<file path="config.mk">
export PLATFORM = sky130hd
export DESIGN_NAME = sap_control_sequencer_flat
export DESIGN_NICKNAME = d
export VERILOG_FILES = /design/src/rtl/sap_ctrl_pkg.sv /design/src/rtl/sap_control_sequencer_if.sv /design/src/rtl/sap_ctrl_decode.sv /design/src/rtl/sap_control_sequencer.sv /design/src/flat_wrapper.sv
export SDC_FILE = /design/constraint.sdc
export NUM_CORES = 1
export LEC_CHECK = 0
export ABC_AREA = 0
export CORE_AREA = 2 2 39 41
export CTS_CLUSTER_SIZE = 28
export DETAILED_ROUTE_END_ITERATION = 8
export DIE_AREA = 0 0 41 43
export PLACE_DENSITY_LB_ADDON = 0.15
export REMOVE_ABC_BUFFERS = 1
export SLEW_MARGIN = 20
export SYNTH_ARGS = -nofsm -noshare
export SYNTH_HDL_FRONTEND = slang
export SYNTH_HIERARCHICAL = 1
export SYNTH_SLANG_ARGS = --single-unit
</file>
<file path="constraint.sdc">
create_clock -name MainClock -period 3.6 [get_ports MainClock]
set_input_delay 0.36 -clock MainClock [delete_from_list [all_inputs] [get_ports MainClock]]
set_output_delay 0.36 -clock MainClock [all_outputs]
set_load 0.01 [all_outputs]
</file>
<file path="src/rtl/sap_ctrl_pkg.sv">
// Shared types and constants for the SAP fetch/execute control sequencer:
// opcodes, the state encoding and the bit layout of the control word.
package sap_ctrl_pkg;

    localparam int OP_WIDTH = 4;

    localparam logic [OP_WIDTH-1:0] OP_LDA = 4'b0000;
    localparam logic [OP_WIDTH-1:0] OP_ADD = 4'b0001;
    localparam logic [OP_WIDTH-1:0] OP_SUB = 4'b0010;
    localparam logic [OP_WIDTH-1:0] OP_OUT = 4'b1110;
    localparam logic [OP_WIDTH-1:0] OP_HLT = 4'b1111;

    // T1..T6 are encoded as their step number so TState falls straight out of the state.
    typedef enum logic [2:0] {
        ST_IDLE   = 3'd0,
        ST_T1     = 3'd1,
        ST_T2     = 3'd2,
        ST_T3     = 3'd3,
        ST_T4     = 3'd4,
        ST_T5     = 3'd5,
        ST_T6     = 3'd6,
        ST_HALTED = 3'd7
    } state_e;

    localparam int CW_PC_CLEAR = 0;
    localparam int CW_EN_COUNT = 1;
    localparam int CW_PC_OUT   = 2;
    localparam int CW_MAR_LOAD = 3;
    localparam int CW_RAM_OUT  = 4;
    localparam int CW_IR_LOAD  = 5;
    localparam int CW_IR_OUT   = 6;
    localparam int CW_ACC_LOAD = 7;
    localparam int CW_ACC_OUT  = 8;
    localparam int CW_B_LOAD   = 9;
    localparam int CW_ALU_SUB  = 10;
    localparam int CW_ALU_OUT  = 11;
    localparam int CW_OUT_LOAD = 12;
    localparam int CW_HALT     = 13;
    localparam int CW_BUSY     = 14;
    localparam int CTRL_WIDTH  = 15;

    typedef logic [CTRL_WIDTH-1:0] ctrl_t;

    // Strobes that change datapath state; Pause suppresses exactly these.
    localparam ctrl_t LOAD_MASK = ctrl_t'((15'd1 << CW_EN_COUNT) | (15'd1 << CW_MAR_LOAD) |
                                          (15'd1 << CW_IR_LOAD)  | (15'd1 << CW_ACC_LOAD) |
                                          (15'd1 << CW_B_LOAD)   | (15'd1 << CW_OUT_LOAD));

    function automatic logic is_busy(state_e s);
        return (s != ST_IDLE) && (s != ST_HALTED);
    endfunction

endpackage

</file>
<file path="src/rtl/sap_control_sequencer_if.sv">
// Control-side signal bundle between the sequencer and the SAP datapath.
interface sap_control_sequencer_if;

    logic                               Start;
    logic                               Pause;
    logic [sap_ctrl_pkg::OP_WIDTH-1:0]  IrOpcode;
    logic                               PcClear;
    logic                               EnableCOunt;
    logic                               PcOut;
    logic                               MarLoad;
    logic                               RamOut;
    logic                               IrLoad;
    logic                               IrOut;
    logic                               AccLoad;
    logic                               AccOut;
    logic                               BLoad;
    logic                               AluSub;
    logic                               AluOut;
    logic                               OutLoad;
    logic                               Halt;
    logic                               Busy;
    logic [2:0]                         TState;

    modport master (
        input  Start, Pause, IrOpcode,
        output PcClear, EnableCOunt, PcOut, MarLoad, RamOut, IrLoad, IrOut,
               AccLoad, AccOut, BLoad, AluSub, AluOut, OutLoad, Halt, Busy, TState
    );

    modport slave (
        output Start, Pause, IrOpcode,
        input  PcClear, EnableCOunt, PcOut, MarLoad, RamOut, IrLoad, IrOut,
               AccLoad, AccOut, BLoad, AluSub, AluOut, OutLoad, Halt, Busy, TState
    );

endinterface

</file>
<file path="src/rtl/sap_ctrl_decode.sv">
// Combinational decode of (state, opcode, pause) into the SAP control word.
module sap_ctrl_decode
    import sap_ctrl_pkg::*;
(
    input  state_e                state,
    input  logic [OP_WIDTH-1:0]   opcode,
    input  logic                  pause,
    output ctrl_t                 ctrl
);

    always_comb begin
        // NOTE: default every bit first so no path through the cases can infer a latch.
        ctrl = '0;
        case (state)
            ST_IDLE:   ctrl[CW_PC_CLEAR] = 1'b1;
            ST_HALTED: ctrl[CW_HALT]     = 1'b1;
            ST_T1: begin
                ctrl[CW_PC_OUT]   = 1'b1;
                ctrl[CW_MAR_LOAD] = 1'b1;
            end
            ST_T2: ctrl[CW_EN_COUNT] = 1'b1;
            ST_T3: begin
                ctrl[CW_RAM_OUT] = 1'b1;
                ctrl[CW_IR_LOAD] = 1'b1;
            end
            ST_T4: begin
                case (opcode)
                    OP_LDA, OP_ADD, OP_SUB: begin
                        ctrl[CW_IR_OUT]   = 1'b1;
                        ctrl[CW_MAR_LOAD] = 1'b1;
                    end
                    OP_OUT: begin
                        ctrl[CW_ACC_OUT]  = 1'b1;
                        ctrl[CW_OUT_LOAD] = 1'b1;
                    end
                    default: ;
                endcase
            end
            ST_T5: begin
                case (opcode)
                    OP_LDA: begin
                        ctrl[CW_RAM_OUT]  = 1'b1;
                        ctrl[CW_ACC_LOAD] = 1'b1;
                    end
                    OP_ADD, OP_SUB: begin
                        ctrl[CW_RAM_OUT] = 1'b1;
                        ctrl[CW_B_LOAD]  = 1'b1;
                        ctrl[CW_ALU_SUB] = (opcode == OP_SUB);
                    end
                    default: ;
                endcase
            end
            ST_T6: begin
                if (opcode == OP_ADD || opcode == OP_SUB) begin
                    ctrl[CW_ALU_OUT]  = 1'b1;
                    ctrl[CW_ACC_LOAD] = 1'b1;
                    ctrl[CW_ALU_SUB]  = (opcode == OP_SUB);
                end
            end
            default: ;
        endcase

        ctrl[CW_BUSY] = is_busy(state);
        if (pause && is_busy(state)) begin
            ctrl = ctrl & ~LOAD_MASK;
        end
    end

endmodule

</file>
<file path="src/rtl/sap_control_sequencer.sv">
// SAP fetch/execute sequencer: T-state register and next-state logic; the
// control word comes from sap_ctrl_decode.
module sap_control_sequencer
    import sap_ctrl_pkg::*;
(
    input  logic                     MainClock,
    input  logic                     ClearCounter,
    sap_control_sequencer_if.master  bus
);

    state_e state_q;
    state_e state_d;
    ctrl_t  ctrl;

    always_comb begin
        state_d = state_q;
        case (state_q)
            ST_IDLE:   if (bus.Start) state_d = ST_T1;
            ST_HALTED: state_d = ST_HALTED;
            default: begin
                if (!bus.Pause) begin
                    case (state_q)
                        ST_T1: state_d = ST_T2;
                        ST_T2: state_d = ST_T3;
                        ST_T3: state_d = ST_T4;
                        ST_T4: state_d = (bus.IrOpcode == OP_HLT) ? ST_HALTED : ST_T5;
                        ST_T5: state_d = ST_T6;
                        default: state_d = ST_T1;
                    endcase
                end
            end
        endcase
    end

    always_ff @(posedge MainClock) begin
        // NOTE: non-blocking so every flop samples pre-edge values regardless of block order.
        if (ClearCounter) begin
            state_q <= ST_IDLE;
        end else begin
            state_q <= state_d;
        end
    end

    sap_ctrl_decode u_decode (
        .state  (state_q),
        .opcode (bus.IrOpcode),
        .pause  (bus.Pause),
        .ctrl   (ctrl)
    );

    assign bus.PcClear     = ctrl[CW_PC_CLEAR];
    assign bus.EnableCOunt = ctrl[CW_EN_COUNT];
    assign bus.PcOut       = ctrl[CW_PC_OUT];
    assign bus.MarLoad     = ctrl[CW_MAR_LOAD];
    assign bus.RamOut      = ctrl[CW_RAM_OUT];
    assign bus.IrLoad      = ctrl[CW_IR_LOAD];
    assign bus.IrOut       = ctrl[CW_IR_OUT];
    assign bus.AccLoad     = ctrl[CW_ACC_LOAD];
    assign bus.AccOut      = ctrl[CW_ACC_OUT];
    assign bus.BLoad       = ctrl[CW_B_LOAD];
    assign bus.AluSub      = ctrl[CW_ALU_SUB];
    assign bus.AluOut      = ctrl[CW_ALU_OUT];
    assign bus.OutLoad     = ctrl[CW_OUT_LOAD];
    assign bus.Halt        = ctrl[CW_HALT];
    assign bus.Busy        = ctrl[CW_BUSY];
    assign bus.TState      = is_busy(state_q) ? 3'(state_q) : 3'd0;

    // A shared bus: two simultaneous drivers would be a short on real hardware.
    assert property (@(posedge MainClock) disable iff (ClearCounter)
        $onehot0({bus.PcOut, bus.RamOut, bus.IrOut, bus.AccOut, bus.AluOut}));

endmodule

</file>
<file path="src/flat_wrapper.sv">
// flat-port wrapper written by rule: the top's interface ports become plain ports
module sap_control_sequencer_flat import sap_ctrl_pkg::*;
  (MainClock, ClearCounter, bus_Start, bus_Pause, bus_IrOpcode, bus_PcClear, bus_EnableCOunt, bus_PcOut, bus_MarLoad, bus_RamOut, bus_IrLoad, bus_IrOut, bus_AccLoad, bus_AccOut, bus_BLoad, bus_AluSub, bus_AluOut, bus_OutLoad, bus_Halt, bus_Busy, bus_TState);
  sap_control_sequencer_if bus_i ();
  input  logic MainClock;
  input  logic ClearCounter;
  input wire logic [$bits(bus_i.Start)-1:0] bus_Start;
  input wire logic [$bits(bus_i.Pause)-1:0] bus_Pause;
  input wire logic [$bits(bus_i.IrOpcode)-1:0] bus_IrOpcode;
  output wire logic [$bits(bus_i.PcClear)-1:0] bus_PcClear;
  output wire logic [$bits(bus_i.EnableCOunt)-1:0] bus_EnableCOunt;
  output wire logic [$bits(bus_i.PcOut)-1:0] bus_PcOut;
  output wire logic [$bits(bus_i.MarLoad)-1:0] bus_MarLoad;
  output wire logic [$bits(bus_i.RamOut)-1:0] bus_RamOut;
  output wire logic [$bits(bus_i.IrLoad)-1:0] bus_IrLoad;
  output wire logic [$bits(bus_i.IrOut)-1:0] bus_IrOut;
  output wire logic [$bits(bus_i.AccLoad)-1:0] bus_AccLoad;
  output wire logic [$bits(bus_i.AccOut)-1:0] bus_AccOut;
  output wire logic [$bits(bus_i.BLoad)-1:0] bus_BLoad;
  output wire logic [$bits(bus_i.AluSub)-1:0] bus_AluSub;
  output wire logic [$bits(bus_i.AluOut)-1:0] bus_AluOut;
  output wire logic [$bits(bus_i.OutLoad)-1:0] bus_OutLoad;
  output wire logic [$bits(bus_i.Halt)-1:0] bus_Halt;
  output wire logic [$bits(bus_i.Busy)-1:0] bus_Busy;
  output wire logic [$bits(bus_i.TState)-1:0] bus_TState;
  assign bus_i.Start = bus_Start;
  assign bus_i.Pause = bus_Pause;
  assign bus_i.IrOpcode = bus_IrOpcode;
  assign bus_PcClear = bus_i.PcClear;
  assign bus_EnableCOunt = bus_i.EnableCOunt;
  assign bus_PcOut = bus_i.PcOut;
  assign bus_MarLoad = bus_i.MarLoad;
  assign bus_RamOut = bus_i.RamOut;
  assign bus_IrLoad = bus_i.IrLoad;
  assign bus_IrOut = bus_i.IrOut;
  assign bus_AccLoad = bus_i.AccLoad;
  assign bus_AccOut = bus_i.AccOut;
  assign bus_BLoad = bus_i.BLoad;
  assign bus_AluSub = bus_i.AluSub;
  assign bus_AluOut = bus_i.AluOut;
  assign bus_OutLoad = bus_i.OutLoad;
  assign bus_Halt = bus_i.Halt;
  assign bus_Busy = bus_i.Busy;
  assign bus_TState = bus_i.TState;
  sap_control_sequencer u_core (.MainClock(MainClock), .ClearCounter(ClearCounter), .bus(bus_i));
endmodule
</file>
== Word-level counts from Yosys, hierarchy flattened ==
Cells that the tools add are included.
Word-level totals
  bits of input ports: 8
  register bits: 3
  word-level logic and storage cells: 50
  output and inout port bits: 18
Cells by class
  reductions and logical operators: 9
  muxes and demuxes: 26
  equal/unequal tests: 14
Operator list (number)
  case mux 3 bit (5 select lines): 1
  two-way mux 1 bit: 13
  two-way mux 13 bit: 1
  equality test 3 bit (second input constant): 4
  two-way mux 3 bit: 3
  equality test 4 bit (second input constant): 2
  case mux 1 bit (2 select lines): 4
  equality test 3 x 2 -> 1 bit (second input constant): 2
  two-way mux 2 bit: 3
  case mux 3 bit (2 select lines): 1
  equality test 4 x 1 -> 1 bit (second input constant): 1
  equality test 4 x 2 -> 1 bit (second input constant): 1
  logical NOT 4 bit: 1
  equality test 3 x 1 -> 1 bit (second input constant): 1
  logical NOT 3 bit: 1
  inequality test 3 x 1 -> 1 bit (second input constant): 1
  inequality test 3 bit (second input constant): 1
  nonzero test 3 bit: 1
  OR reduction 3 bit: 1
  logical AND 1 bit: 2
  inequality test 2 bit (second input constant): 1
  AND reduction 2 bit: 1
  OR reduction 2 bit: 1
  logical OR 1 bit: 1

== Depth between registers and ports, before layout ==
Gate-level depths: netlist of the first run.
  depth after elaboration: 5
  gate-level depth with buffers: 4
  mapped depth without buffers: 4

== Hierarchy ==
Netlist of the first run, hierarchy kept.
Modules (own cells, without submodules)
  sap_ctrl_decode: cells each 38, instances 1, area an instance 242.7 µm², sequential area each 0.0 µm²
  sap_control_sequencer: cells each 24, instances 1, area an instance 196.4 µm², sequential area each 60.1 µm²

== Least setup slack after synthesis of the first run ==
Ideal clock, no wire load.
  kind: flip-flop to output port
  start point: register with a tool-made name
  end point: output port bus_OutLoad
  buffers on the path: 1
  cell stages (with the launch flop): 4
  slack: 1.911 ns
  required time: 3.240 ns
  arrival: 1.329 ns
  cells stage by stage: dfxtp_1 buf_4 or3b_4 nor4_2
RTL lines
  end: declaration: line flat_wrapper.sv:22  | output wire logic [$bits(bus_i.OutLoad)-1:0] bus_OutLoad;

== Final worst setup path of the first run ==
  start point: input port bus_IrOpcode[0]
  end point: output port bus_AccLoad
Between the ends
  longest elaborated chain between the ends: 5
  elaborated cells between the ends (all ways): 8
Ends and longest elaborated chain
  start: declaration: line flat_wrapper.sv:9  | input wire logic [$bits(bus_i.IrOpcode)-1:0] bus_IrOpcode;
  equality test 4 x 1 -> 1 bit or equality test 4 x 2 -> 1 bit (tied branches): line sap_ctrl_decode.sv:54  | if (opcode == OP_ADD || opcode == OP_SUB) begin
  logical OR 1 bit: line sap_ctrl_decode.sv:54
  two-way mux 1 bit: line sap_ctrl_decode.sv:54
  case mux 1 bit (2 select lines) *: line sap_ctrl_decode.sv:14  | case (state)
  two-way mux 13 bit *: line sap_ctrl_decode.sv:64  | if (pause && is_busy(state)) begin
  end: declaration: line flat_wrapper.sv:17  | output wire logic [$bits(bus_i.AccLoad)-1:0] bus_AccLoad;
Every way passes the cells marked *; elsewhere a longest branch is shown, timed or not.

==> out/summary.txt, run 1 <==
===============================================================================
# hold bufs at CTS                                                            0
Worst flop-to-flop path startpoint                                 u_core/state_q[0]$_SDFFE_PP0P_
Most area-hungry cell type in the Yosys netlist                    sky130_fd_sc_hd__dfxtp_1
Area fraction of the dominant cell type after synthesis                   13.7%
Average wire per standard cell                                          10.3 um
Total power of the final layout                                        0.284 mW
Number of enable-type register cells in the synthesized netlist               0
Most used flip-flop cell after synthesis                           sky130_fd_sc_hd__dfxtp_1
Pwr per Cell Area                                                    399 nW/um2
Unrepaired setup endpoints after global routing                           false
Initial DRT Pass Iterations                                                   4
CTS Buffer Depth                                                              2
DIE AREA                                                               1760 um2
Category of the worst setup path capture point                      output port
Number of warning messages in the yosys log                                   6
Biggest area contributors in the synthesized netlist               sky130_fd_sc_hd__dfxtp_1 14%, sky130_fd_sc_hd__nor2_1 6.0%, sky130_fd_sc_hd__nor2b_1 5.7%
Timing startpoint of the critical path                             bus_IrOpcode[0]
Delay contributed by the slowest stage of the critical path             0.57 ns
Routed vias                                                                 531
RR Endpoint                                                        u_core/state_q[0]$_SDFFE_PP0P_
Worst-case register-to-register setup slack                             2.08 ns
Setup Crit Path Kind                                                  in -> out
Count of nets after finishing                                                97
Kind of start point of the critical path                           primary input
Ratio of cells with drive above 1 in the final layout                     7.95%
Largest net degree at the start of global routing                            20
Number of CTS-inserted buffers                                                3
Number of max-slew violations in the final report                             0
Count of H-tree levels built during CTS                                       1
CP arrival                                                              2.18 ns
CTS tree                                                                   done
Die width                                                                 41 um
Number of clock sinks seen by CTS                                             3
Most repeated cell in the gate-level netlist after synthesis       sky130_fd_sc_hd__nor2_1
Global-route wire length before repair                                  1630 um
Setup violation total in the final timing report                              0
Ant. Diodes                                                                   0
Slowest stage cell, crit path                                      sky130_fd_sc_hd__clkdlybuf4s50_1
Master cell of the clock root buffer                               sky130_fd_sc_hd__clkbuf_4
Number of design rule violations left after detail routing                    0
Synthesized area                                                        439 um2
Std cell rows                                                                14
Maximum resistive drop on vdd                                        0.000202 V
DRC violation total after the first TritonRoute iteration                     9
Most repeated library cell on the critical path                    sky130_fd_sc_hd__clkdlybuf4s50_1
Leakage component of the power                                         0.218 nW
Worst Path Buf+Inv                                                            2
Sequential area share after synthesis                                     13.7%
Die height                                                                43 um
CTS resizes                                                                   0
Worst setup slack before clock tree synthesis                           1.06 ns
Max Freq                                                                393 MHz
Post-detailed-routing wire length                                       1070 um
Summed negative setup slack over all endpoints                             0 ns
Starting Density                                                          31.7%
Via count of the first global-routing pass                                  410
Overall routing resource usage                                            13.3%
Ratio of final minimum period to clock period                             70.6%
Status                                                             complete, no violations
Cell family with the largest share of critical-path delay          buffers and inverters
Number of unique standard cell types used by synthesis                       29
Placer's final routability congestion estimate                            0.711
Number of cells traversed by the worst register-to-register path              4
Max Clock Skew                                                       0.00120 ns
Highest fanout seen on the critical path                                      7
# IOs                                                                        26
Post-CTS Setup Bufs                                                           0
Clock transition at the registers of the reported paths                 0.04 ns
Clock latency at the later pin of the worst-skew pair                   0.23 ns
Post-layout minimum cycle time                                          2.54 ns
Max-cap violations                                                            0
Class of the tightest hold or removal check                          reg -> reg
Cell breakdown of the critical path                                clkdlybuf4s50_1 -> or4b_1 -> a211oi_1 -> clkdlybuf4s50_1
Core ar.                                                               1380 um2
Antenna Violating Nets Remaining                                              0
Number of fill cells                                                        150
Antenna violations before repair                                              0
Min-Delay Path Depth                                                          2
Synth Area per Inst                                                    7.08 um2
Async set-reset flop share out of synthesis                                  0%
Worst rel slew slack                                                      63.8%
Setup ws final                                                          1.06 ns
Overflow after GRT                                                            0
Gate count of the mapped netlist                                             62
Flip-flop and latch count after synthesis                                     3
Tightest Pin Transition                                                0.542 ns
Layout Area Growth over Synthesis                                         62.1%
Dpl hpwl                                                                 775 um
WP data required                                                        3.24 ns
Final number of hold-violating endpoints                                      0
Port-buffer cells                                                            25
Vias per Instance                                                          5.11
Commonest cells post-synth                                         7 x sky130_fd_sc_hd__nor2_1, 6 x sky130_fd_sc_hd__nand2_1, 5 x sky130_fd_sc_hd__nor3_1
===============================================================================
==> how the worst max path moves through the flow <==
stage,endpoint,depth (start not counted),slack (ns)
global route,bus_BLoad,5,0.91
finish,bus_AccLoad,4,1.06
detailed placement,bus_AccLoad,4,1.06
global placement,bus_AccLoad,4,1.07
CTS,bus_AccLoad,4,1.06
floorplan,bus_AccLoad,2,1.87
==> cell usage in the layout, fill, tap and decap left out, drive strengths merged <==
master and count:
nor3b 2, nor4b 1, o221ai 1, a211oi 2
o21ai 4, or4b 2, mux2i 1, clkdlybuf4s50 25
nand2b 2, a21oi 4, inv 2, dfxtp 3
or2b 1, nand4b 1, clkbuf 4, or3b 1
or3 1, nand4 1, nor4 1, nand2 6
xnor2 2, a21boi 3, nor3 5, and3 1
nor2 7, a2111oi 1, nor2b 4
==> cell families after synthesis <==
| kind of cell | share of synthesized area, % |
|---|---|
| buffers and inverters | 7.12 |
| DFF | 13.7 |
| xor gates and xnor gates | 3.99 |
| muxes | 2.28 |
| AOI/OAI and AO/OA | 24.2 |
| and+or+nand+nor | 48.7 |
==> metrics by stage <==
| stage | instance area, um2 | util [%] | std cells | hold WS (ns) |
|---|---|---|---|---|
| 5_1_grt | 712 | 51.4 | 104 | 0.755 |
| 3_3_place_gp | 686 | 49.5 | 100 | 0.738 |
| 2_1_floorplan | 415 | - | 59 | 0.425 |
| 3_5_place_dp | 686 | 49.5 | 100 | 0.739 |
| 6_report | 712 | 51.4 | 104 | 0.744 |
| 4_1_cts | 712 | 51.4 | 104 | 0.738 |
==> routing by layer <==
layer / up-vias / track usage, % / routed length [um]
li1: 282 / - / -
met4: 0 / 8.00 / 0
met5: - / 0 / 0
met3: 0 / 1.57 / 52
met2: 11 / 18.4 / 529
met1: 238 / 18.8 / 486
==> power by group <==
part / total (mW) / internal, mW / switching, mW / leakage [nW]
combinational: 0.157 / 0.0908 / 0.0665 / 0.178
sequential: 0.0693 / 0.0405 / 0.0289 / 0.0246
clock: 0.0571 / 0.0414 / 0.0156 / 0.0150
total: 0.284 / 0.173 / 0.111 / 0.218
==> worst min-delay path: cells and delay by family (launching register included) <==
family / cells / cell delay, ns
flops: 1 / 0.47
compound gates: 2 / 0.22
==> final cells by class <==
cell class	instances	area, um2	area share (%)
Clock buffer	4	26.3	3.69
Inverter	2	7.51	1.05
Multi-Input combinational cell	54	348	48.9
Sequential cell	3	60.1	8.44
Timing Repair Buffer	25	250	35.1
Tap cell	16	20.0	2.81
No activity file was read; power rests on OpenSTA's default activity.
==> inputs of run 2 (changes only) <==
clock period = 2.5 ns   (was 3.6 ns; I/O delays follow)
==> out/summary.txt, run 2 (synthesis results as in run 1) <==
===============================================================================
Reg power frac                                                            19.6%   -4.8 points
DIE AREA                                                               1760 um2   unchanged
Pwr per Cell Area                                                    573 nW/um2   +44%
CTS Buffer Depth                                                              2   unchanged
Share of total power in the clock network                                 19.9%   -0.2 points
Status                                                             complete, no violations
Worst Path Buf+Inv                                                            2   unchanged
Overflow after GRT                                                            0   unchanged
Average wire per standard cell                                          11.5 um   +12%
Worst-case register-to-register setup slack                             0.98 ns   -1.10 ns
Largest net degree at the start of global routing                            19   -5.0%
Setup Crit Path Kind                                                  in -> out
CTS resizes                                                                   0   unchanged
Setup violation total in the final timing report                              0   unchanged
Number of design rule violations left after detail routing                    0   unchanged
Via count of the first global-routing pass                                  446   +8.8%
P_int                                                                  0.258 mW   +49%
Area of all placed cells without fillers                                742 um2   +4.2%
RR Endpoint                                                        u_core/state_q[0]$_SDFFE_PP0P_
Starting Density                                                          31.7%   unchanged
Max Freq                                                                428 MHz
# IOs                                                                        26   unchanged
Worst min-delay path startpoint                                    ClearCounter
Worst rel slew slack                                                      66.4%   +2.6 points
Post-CTS Setup Bufs                                                           0   unchanged
Top library cells by usage in the layout, fill and taps aside      25 x sky130_fd_sc_hd__clkdlybuf4s50_1, 7 x sky130_fd_sc_hd__nor2_1, 6 x sky130_fd_sc_hd__nand2_1, 5 x sky130_fd_sc_hd__nor3_1
Leakage component of the power                                         0.238 nW   +9.4%
Overall routing resource usage                                            14.7%   +1.4 points
Total power of the final layout                                        0.425 mW   +50%
Number of clock sinks seen by CTS                                             3   unchanged
CTS tree                                                                   done
Part of the total power dissipated in combinational logic                 60.5%   +5.0 points
Number of cells traversed by the worst register-to-register path              5   +1
Std cell rows                                                                14   unchanged
Maximum resistive drop on vdd                                        0.000284 V   +40%
Ratio of final minimum period to clock period                             93.4%
Dpl hpwl                                                                 923 um   +19%
# hold bufs at CTS                                                            0   unchanged
DP Cell Count                                                               104   +4.0%
WP data required                                                        2.25 ns   -0.99 ns
Slowest stage cell, crit path                                      sky130_fd_sc_hd__clkdlybuf4s50_1
Routed vias                                                                 554   +4.3%
Fin util                                                                  53.6%   +2.2 points
Tightest Pin Transition                                                0.504 ns   -0.0386 ns
DRC violation total after the first TritonRoute iteration                     4   -5
Final number of hold-violating endpoints                                      0   unchanged
Clock transition at the registers of the reported paths                 0.04 ns   about the same
Ratio of cells with drive above 1 in the final layout                     12.0%   +4.0 points
Worst setup slack before clock tree synthesis                          0.167 ns   -0.891 ns
Antenna Violating Nets Remaining                                              0   unchanged
Switching pwr                                                          0.167 mW   +50%
Master cell of the clock root buffer                               sky130_fd_sc_hd__clkbuf_4
Summed negative setup slack over all endpoints                             0 ns   unchanged
Die height                                                                43 um   unchanged
Clock latency at the later pin of the worst-skew pair                   0.23 ns   about the same
Max-cap violations                                                            0   unchanged
Post-detailed-routing wire length                                       1240 um   +16%
Ant. Diodes                                                                   0   unchanged
Number of max-slew violations in the final report                             0   unchanged
Post-layout minimum cycle time                                          2.33 ns
Number of CTS-inserted buffers                                                3   unchanged
Antenna violations before repair                                              0   unchanged
Min-Delay Path Depth                                                          2   unchanged
Unrepaired setup endpoints after global routing                           false
Core ar.                                                               1380 um2   unchanged
Most repeated library cell on the critical path                    sky130_fd_sc_hd__clkdlybuf4s50_1
Class of the tightest hold or removal check                           in -> reg
Kind of start point of the critical path                           primary input
Count of nets after finishing                                               101   +4.1%
CP arrival                                                              2.08 ns   -0.10 ns
Cell area reported after detailed placement                             716 um2   +4.4%
Setup ws final                                                         0.166 ns   -0.891 ns
Share of total power consumed by net switching                            39.2%   +0.099 points
Vias per Instance                                                          5.13   +0.47%
Delay contributed by the slowest stage of the critical path             0.56 ns   about the same
Number of fill cells                                                        152   +1.3%
Count of H-tree levels built during CTS                                       1   unchanged
Initial DRT Pass Iterations                                                   5   +1
Layout Area Growth over Synthesis                                         68.9%
Max Clock Skew                                                       0.00389 ns   +0.00269 ns
Global-route wire length before repair                                  1810 um   +11%
Highest fanout seen on the critical path                                      7   unchanged
Port-buffer cells                                                            25   unchanged
Cell family with the largest share of critical-path delay          buffers and inverters
Final Non-Filler Cells                                                      108   +3.8%
Cell breakdown of the critical path                                clkdlybuf4s50_1 -> or4b_1 -> a211oi_1 -> clkdlybuf4s50_1
Leading cell type in the layout, fill and taps excluded            sky130_fd_sc_hd__clkdlybuf4s50_1
Worst hold slack                                                       0.638 ns   -0.106 ns
Worst flop-to-flop path startpoint                                 u_core/state_q[0]$_SDFFE_PP0P_
Die width                                                                 41 um   unchanged
Placer's final routability congestion estimate                            0.702   -1.3%
Category of the worst setup path capture point                      output port
===============================================================================
[run 2: cell count changes in the layout (fill, tap and decap cells not counted)]
cell | before | now
sky130_fd_sc_hd__buf_4 | 0 | 4
[run 2: layout make-up]
class | count | area, um2 | area share, %
repair buffers | 29 | 280 | 37.8
clock buffers | 4 | 26.3 | 3.54
multi-input cells | 54 | 348 | 46.9
well taps | 16 | 20.0 | 2.70
inverters | 2 | 7.51 | 1.01
flip-flops and latches | 3 | 60.1 | 8.09
[run 2: worst max path at each step]
stage	slack, ns	to	cells after the start	from
6_report	0.17	bus_AccLoad	4	bus_IrOpcode[1]
5_1_grt	0.05	bus_MarLoad	5	bus_IrOpcode[1]
4_1_cts	0.17	bus_AccLoad	4	bus_IrOpcode[0]
3_5_place_dp	0.17	bus_AccLoad	4	bus_IrOpcode[0]
3_3_place_gp	0.20	bus_AccLoad	4	bus_IrOpcode[0]
2_1_floorplan	0.88	bus_AccLoad	2	u_core/state_q[0]$_SDFFE_PP0P_
[run 2: routing by layer]
metal  vias to the layer above  global-route usage, %  wire, um
met2                        13                   23.8       632
li1                        288                      -         -
met3                         0                   1.57        55
met4                         0                   8.00         0
met1                       253                   17.9       554
met5                         -                      0         0
[run 2: power by group through the flow]
stage	registers (mW)	logic [mW]	clock network [mW]
floorplan	0.0894	0.128	0
global placement	0.0842	0.257	0
detailed placement	0.0848	0.258	0
CTS	0.0837	0.259	0.0899
global route	0.0881	0.279	0.0935
finish	0.0834	0.257	0.0844
